==> src/rtl/up_down_counter_mod.sv <==
// Up/down counter with programmable modulus, step, parallel load and
// wrap / saturate / one-shot boundary handling. All outputs registered.
module up_down_counter_mod #(
    parameter int N      = 16,
    parameter int STEP_W = 4
) (
    input  logic              clk,
    input  logic              reset,
    input  logic              en,
    input  logic              up_or_down,
    input  logic [STEP_W-1:0] step,
    input  logic [N-1:0]      limit,
    input  logic [1:0]        mode,
    input  logic              load,
    input  logic [N-1:0]      load_value,
    input  logic              clear_ovf,
    output logic [N-1:0]      count,
    output logic              tc,
    output logic              ovf,
    output logic              done
);

    typedef enum logic {
        S_RUN  = 1'b0,
        S_DONE = 1'b1
    } state_t;

    state_t       state_q, state_d;
    logic [N-1:0] count_q, count_d;
    logic         tc_q, tc_d;
    logic         ovf_q, ovf_d;
    logic         ovf_set;

    logic [N:0]   count_x, step_x, limit_x, limit_p1;
    logic [N:0]   up_sum, up_wrap, dn_diff, dn_wrap;
    logic         is_sat, is_one;

    always_comb begin
        count_x  = {1'b0, count_q};
        step_x   = {{(N + 1 - STEP_W){1'b0}}, step};
        limit_x  = {1'b0, limit};
        limit_p1 = limit_x + 1'b1;
        up_sum   = count_x + step_x;
        up_wrap  = up_sum - limit_p1;
        dn_diff  = count_x - step_x;
        dn_wrap  = count_x + limit_p1 - step_x;
        is_sat   = (mode == 2'b01);
        is_one   = (mode == 2'b10);

        state_d  = state_q;
        count_d  = count_q;
        tc_d     = 1'b0;
        ovf_set  = 1'b0;

        if (load) begin
            count_d = (load_value > limit) ? limit : load_value;
            state_d = S_RUN;
        end else if (state_q == S_RUN && en && step != '0) begin
            if (count_q > limit) begin
                // Limit was lowered underneath the count: clamp, flag ovf, no tc.
                count_d = limit;
                ovf_set = 1'b1;
            end else if (up_or_down) begin
                if (up_sum > limit_x) begin
                    tc_d    = 1'b1;
                    ovf_set = 1'b1;
                    if (is_sat || is_one) count_d = limit;
                    else                  count_d = up_wrap[N-1:0];
                    if (is_one) state_d = S_DONE;
                end else begin
                    count_d = up_sum[N-1:0];
                    if (is_one && up_sum == limit_x) begin
                        tc_d    = 1'b1;
                        state_d = S_DONE;
                    end
                end
            end else begin
                if (count_x < step_x) begin
                    tc_d    = 1'b1;
                    ovf_set = 1'b1;
                    if (is_sat || is_one) count_d = '0;
                    else                  count_d = dn_wrap[N-1:0];
                    if (is_one) state_d = S_DONE;
                end else begin
                    count_d = dn_diff[N-1:0];
                    if (is_one && dn_diff == '0) begin
                        tc_d    = 1'b1;
                        state_d = S_DONE;
                    end
                end
            end
        end

        // A boundary event in the same cycle as clear_ovf keeps the flag set.
        if (ovf_set)        ovf_d = 1'b1;
        else if (clear_ovf) ovf_d = 1'b0;
        else                ovf_d = ovf_q;
    end

    always_ff @(posedge clk) begin
        if (reset) begin
            state_q <= S_RUN;
            count_q <= '0;
            tc_q    <= 1'b0;
            ovf_q   <= 1'b0;
        end else begin
            state_q <= state_d;
            count_q <= count_d;
            tc_q    <= tc_d;
            ovf_q   <= ovf_d;
        end
    end

    assign count = count_q;
    assign tc    = tc_q;
    assign ovf   = ovf_q;
    assign done  = (state_q == S_DONE);

endmodule

==> config.mk <==
export PLATFORM = sky130hd
export DESIGN_NAME = up_down_counter_mod
export DESIGN_NICKNAME = d
export VERILOG_FILES = /design/src/rtl/up_down_counter_mod.sv
export SDC_FILE = /design/constraint.sdc
export NUM_CORES = 1
export LEC_CHECK = 0
export BUFFER_PORTS_ARGS = -buffer_cell sky130_fd_sc_hd__buf_2
export CAP_MARGIN = 20
export CORE_UTILIZATION = 55
export CTS_CLUSTER_SIZE = 30
export DETAILED_ROUTE_END_ITERATION = 6
export PLACE_DENSITY = 0.74
export SYNTH_ARGS = -nofsm -noshare
export SYNTH_HDL_FRONTEND = slang
export SYNTH_SLANG_ARGS = --single-unit
==> constraint.sdc <==
create_clock -name clk -period 5.4 [get_ports clk]
set_clock_uncertainty 0.1 [all_clocks]
set_input_delay 0.54 -clock clk [delete_from_list [all_inputs] [get_ports clk]]
set_output_delay 0.54 -clock clk [all_outputs]
set_load 0.1 [all_outputs]
==> impl_metrics.yaml, run 1 <==
synthesis:
  async_flop_share_pct: 0
  synth.avg_cell_area_sq_um: 7.37
  ys_ff_latch: 19
  syn_inst: 784
  synth-main-ff-cell: "dfxtp_1"
  synth_edf_count: 0
  synth_top_area_cell: "ha_1"
  yosysUniqueCellTypes: 85
  synth_most_common_cell: "ha_1"
  ys_seq_area_share_pct: 6.58
  synthesis.area_sq_um: 5780
  ys_top_cells_by_count: "100 x ha_1, 73 x inv_1, 57 x nor2_1"
  synthTopCellsByArea: "ha_1 22%, xnor2_1 8.3%, dfxtp_1 6.6%, o21ai_0 4.8%, a21oi_1 4.8%"
  yosys_warnings: 0
  syn-num-nets: 935
  synth_top_cell_area_share_pct: 21.6
floorplan:
  coreArea_sq_um: 10300
  die_w_microns: 105
  rows: 37
  ioPinCount: 63
  start_util_pct: 56.2
  dieArea_sq_um: 10900
  fp.dieH_microns: 105
global_route:
  grt.overflow.total: 0
  track_usage_pct: 39.6
  grt_pass1_vias: 6198
  grt_max_degree: 41
  grt_pass1_wl_mm: 33.6
  antenna_found_initial: 0
power_and_ir_drop:
  p_total_mw: 1.66
  leakage_nw: 2.86
  peakVddDrop_uv: 171
  power.switching_mw: 0.956
  internal_power_mw: 0.703
  clkPwrFrac_pct: 6.7
  seq_power_share_pct: 12.4
  power_frac_comb_pct: 80.9
  powerDensity_nw_per_um2: 267
  p_sw_share_pct: 57.6
clock_tree:
  cts_hold_buf: 0
  clock_path_buffers: 2
  cts_tree: "yes"
  htree_num_levels: 1
  root_buffer: "clkbuf_8"
  post_cts_buffers: 0
  cts_made_buffers: 3
  numClockSinks: 19
  cts_resized: 0
  clk_pin_slew_ps: 80
  clock_latency_ps: 270
detailed_routing:
  drt.antenna.violating_nets: 0
  wl_per_cell_microns: 22.2
  drt_wl_total_mm: 21.4
  vias: 6400
  drc_errors: 3
  avgViaCountPerCell: 6.63
  dr.pass1.iters: 7
  first_iter_violations: 681
critical_path:
  crit_path_max_fanout: 15
  slowest_delay_ps: 550
  worstPathArrival_ps: 4830
  critPathCaptureType: "flip-flop"
  cp_slowest_cell: "dfxtp_1"
  path_class: "flip-flop to flip-flop"
  reg2regPathDepth: 15
  start_kind: "flip-flop"
  cp_cell_sequence: "ha_1, nor2b_1, o21ai_0, a21oi_1, nand3_1, xnor2_1, ha_1, nand4_1, or3_1, or3_2, o21ai_4, nand2_2, mux2_2, a221oi_1, a221oi_1"
  required_ps: 5440
place:
  port_buffers: 62
  place_ws_ps: 382
  place_congestion: 1.06
  hpwl_mm: 17.6
cells_and_area:
  multi_input_area_sq_um: 4940
  fin_util_pct: 60.4
  fill_cells: 999
  drive_gt1_share_pct: 13.0
  seqCellArea_sq_um: 380
  nets: 981
  diodes: 0
  synthToLayoutAreaGrowth_pct: 7.38
timing:
  fmax_mhz: 209
  hold_viol_final: 0
  fin_ws_ps: 604
  relSlewSlack_pct: 42.6
  drv_slew: 0
  whs_ps: 379
  worst-slew-pin-transition_ps: 861
  final.min_clock_period_ps: 4800
  fin_crit_sh_pct: 88.8
  rsz0062_at_grt: "no"
  finalSetupViolations: 0
  tns_ps: 0
run_status:
  status: "finished, violations left"
  violations: "design-rule violations"
hold_path:
  hp-class: "flip-flop to flip-flop"
  whs_path_depth: 2
flow_run:
  drv_cap: 0
-- cell families (layout without fill, tap and decap cells) --
logic type / Yosys count / after routing / synth area share, %
AO/OA/AOI/OAI: 230 / 230 / 27.1
XOR/XNOR: 62 / 62 / 9.40
adder cells (fa/ha/maj): 107 / 107 / 24.1
buffers and inverters: 106 / 151 / 7.99
flip-flops: 19 / 19 / 6.58
multiplexers: 16 / 16 / 2.90
AND/OR/NAND/NOR: 244 / 244 / 22.0
-- flip-flops by register name, summed over array words and instances, names as in the netlist --
name and count:
count 16, done 1, ovf 1, tc 1
-- cell type report --
class	instances	share of cell area, %
clock buffer	3	0.665
clock inverter	1	0.0806
inverter	75	4.54
multi-input combinational	659	79.6
sequential	19	6.13
tap	136	2.74
timing repair buffer	72	6.21
-- power by group through the flow --
stage	combinational (mW)	clock, mW	sequential (mW)
6_report	1.34	0.112	0.206
5_1_grt	1.46	0.115	0.207
4_1_cts	1.31	0.111	0.203
3_5_place_dp	1.30	0	0.206
3_3_place_gp	1.27	0	0.206
2_1_floorplan	0.877	0	0.312
-- worst paths after layout --
check | from | endpoint | slack (ps)
max | count[1] | count[12] | 600
min | ovf | ovf | 380
max reg2reg | count[1] | count[12] | 600
min reg2reg | ovf | ovf | 380
-- routing by layer --
layer	share of wire (%)	up-vias	global-route usage [%]
met5	0	-	0
met4	1.9	0	9.08
met3	13	32	7.83
met2	43	381	62.1
met1	42	3018	55.5
li1	-	2969	-
-- cell usage in the layout, fill, tap and decap left out, types with 8 or more instances in the layout --
cell	Yosys	routed
o211ai_1	14	14
buf_2	3	62
buf_4	3	10
a21o_1	13	13
a211oi_1	11	11
a21oi_1	55	55
nor3_1	19	19
nor2b_1	11	11
nand2b_1	8	8
mux2i_1	10	10
inv_1	73	73
nand2_1	52	52
o21ai_0	56	56
nor2_1	57	57
nand3_1	33	33
xnor2_1	55	55
or3_1	8	8
nor4_1	9	9
ha_1	100	100
nand4_1	10	10
dfxtp_1	19	19
-- stage by stage --
step / cells / instance area (sq um)
after floorplan: 784 / 5780
after global placement: 961 / 6160
after global routing: 965 / 6210
after CTS: 965 / 6210
after detailed placement: 961 / 6160
final: 965 / 6210
-- critical path: cells and delay by family (launching register included) --
family | cells | cell delay (ps)
xor+xnor | 1 | 380
mux | 1 | 340
fa+ha+maj | 2 | 530
compound gates | 5 | 1080
flops | 1 | 550
simple gates | 6 | 1680
Note: power is estimated with default switching activity, not from simulation.
==> inputs of run 2 (changes only) <==
Settings changed: BUFFER_PORTS_ARGS -buffer_cell sky130_fd_sc_hd__buf_2 to -buffer_cell sky130_fd_sc_hd__buf_4, CTS_BUF_LIST from default to sky130_fd_sc_hd__clkbuf_8 sky130_fd_sc_hd__clkbuf_16.
==> run 2 against run 1 <==
The flow still finishes with violations (design-rule violations). Combinational power barely moved. Die area unchanged. Wire length rose by 0.82%. Clock power fell by 5%. Setup slack got worse by 130 ps. Cell area increased by 2.4%. Sequential power about the same. Sequential cell count is the same. Critical path type unchanged. Largest cell class unchanged. Largest power group unchanged.
==> impl_metrics.yaml, run 2 (same netlist as run 1, synthesis figures left out) <==
run_status:
  status: "finished, violations left"
  violations: "design-rule violations"
cells_and_area:
  diodes: 0
  fin_area_sq_um: 6350
  fill_cells: 1000
  drive_gt1_share_pct: 12.8
  finalNonFillerCells: 964
  nets: 980
  layout_commonest_cell: "ha_1"
  fin_util_pct: 61.8
  final_cell_mix: "100 x ha_1, 74 x inv_1, 71 x buf_4"
  largest_reg_flops: 16
  synthToLayoutAreaGrowth_pct: 9.92
global_route:
  grt_use_met1_pct: 56.2
  grt.overflow.total: 0
  grt_pass1_wl_mm: 33.2
  busiest_layer: "met2"
  grt_pass1_vias: 6000
  antenna_found_initial: 0
  met3_usage_pct: 6.27
  grt_max_degree: 41
  track_usage_pct: 39.3
  met2_usage_pct: 60.4
floorplan:
  ioPinCount: 63
  rows: 37
  coreArea_sq_um: 10300
  fp.dieH_microns: 105
  die_w_microns: 105
  start_util_pct: 56.2
  dieArea_sq_um: 10900
flow_run:
  drv_cap: 0
critical_path:
  worstPathArrival_ps: 4970
  reg2reg_from: "count[1]"
  critPathCaptureType: "flip-flop"
  worst-r2r-setup-slack_ps: 480
  r2r_end: "count[12]"
  crit_path_max_fanout: 15
  start_kind: "flip-flop"
  reg2regPathDepth: 15
  required_ps: 5450
  path_class: "flip-flop to flip-flop"
power_and_ir_drop:
  p_total_mw: 1.67
  peakVddDrop_uv: 172
  leakage_nw: 2.90
  powerDensity_nw_per_um2: 263
clock_tree:
  cts_tree: "yes"
  post_cts_buffers: 0
  numClockSinks: 19
  cts_made_buffers: 3
  clock_latency_ps: 270
  clock_path_buffers: 2
  root_buffer: "clkbuf_8"
  clk_pin_slew_ps: 80
  htree_num_levels: 1
  cts_hold_buf: 0
  cts_resized: 0
hold_path:
  hp-class: "flip-flop to flip-flop"
  whs_path_depth: 2
  hold_end: "ovf"
  holdCritStartpoint: "ovf"
detailed_routing:
  drt_wl_total_mm: 21.6
  dr.pass1.iters: 7
  first_iter_violations: 662
  vias: 6421
  drc_errors: 1
  wl_per_cell_microns: 22.4
  drt.antenna.violating_nets: 0
  avgViaCountPerCell: 6.66
timing:
  fmax_mhz: 203
  whs_ps: 395
  hold_viol_final: 0
  relSlewSlack_pct: 43.7
  worst-slew-pin-transition_ps: 842
  rsz0062_at_grt: "no"
  drv_slew: 0
  fin_crit_sh_pct: 91.1
  final.min_clock_period_ps: 4920
  tns_ps: 0
  finalSetupViolations: 0
  fin_ws_ps: 478
place:
  port_buffers: 62
  hpwl_mm: 17.7
  place_congestion: 0.999
  place_ws_ps: 327
  dp_cells: 960
  place_area_sq_um: 6310
[run 2: changes by cell type in the layout (fill, tap and decap cells not counted)]
cell and delta:
buf_2 -62, clkinv_2 -1, inv_1 +1, buf_4 +61
[run 2: cell type report]
| cell class | count | area [sq um] | share of cell area, % |
|---|---|---|---|
| multi-input cells | 659 | 4940 | 77.8 |
| repair buffers | 71 | 533 | 8.39 |
| flip-flops and latches | 19 | 380 | 5.99 |
| inverters | 75 | 282 | 4.43 |
| well taps | 136 | 170 | 2.68 |
| clock buffers | 3 | 41.3 | 0.650 |
| clock inverters | 1 | 3.75 | 0.0591 |
[run 2: worst max-delay path by stage]
stage / slack, ps / to / from / cells after the start
3_5_place_dp: 330 / count[12] / step[0] / 17
6_report: 480 / count[12] / count[1] / 15
5_1_grt: 180 / count[12] / count[1] / 15
4_1_cts: 580 / count[12] / count[1] / 15
2_1_floorplan: 360 / count[13] / count[2] / 18
3_3_place_gp: 450 / count[12] / step[0] / 17
[run 2: critical path: stages, from the launching register on]
cell and delay [ps]:
dfxtp_1 590, ha_1 330, nor2b_1 160, o21ai_0 140, a21oi_1 420, nand3_1 160
xnor2_1 240, ha_1 350, nand4_1 120, or3_1 420, or3_2 540, o21ai_4 140
nand2_2 280, mux2_2 360, a221oi_1 300, a221oi_1 130
[run 2: per-layer routing]
metal / part of all wire (%) / up-vias / wire length (microns)
met4: 2.5 / 0 / 548
met2: 42 / 406 / 9190
met5: 0 / - / 0
met3: 11 / 53 / 2370
li1: - / 2964 / -
met1: 44 / 2998 / 9520
[run 2: report_power, final]
group          switching [mW]  total (mW)  internal, mW
logic                   0.847        1.36         0.511
clock network          0.0551       0.106        0.0508
registers              0.0476       0.206         0.158
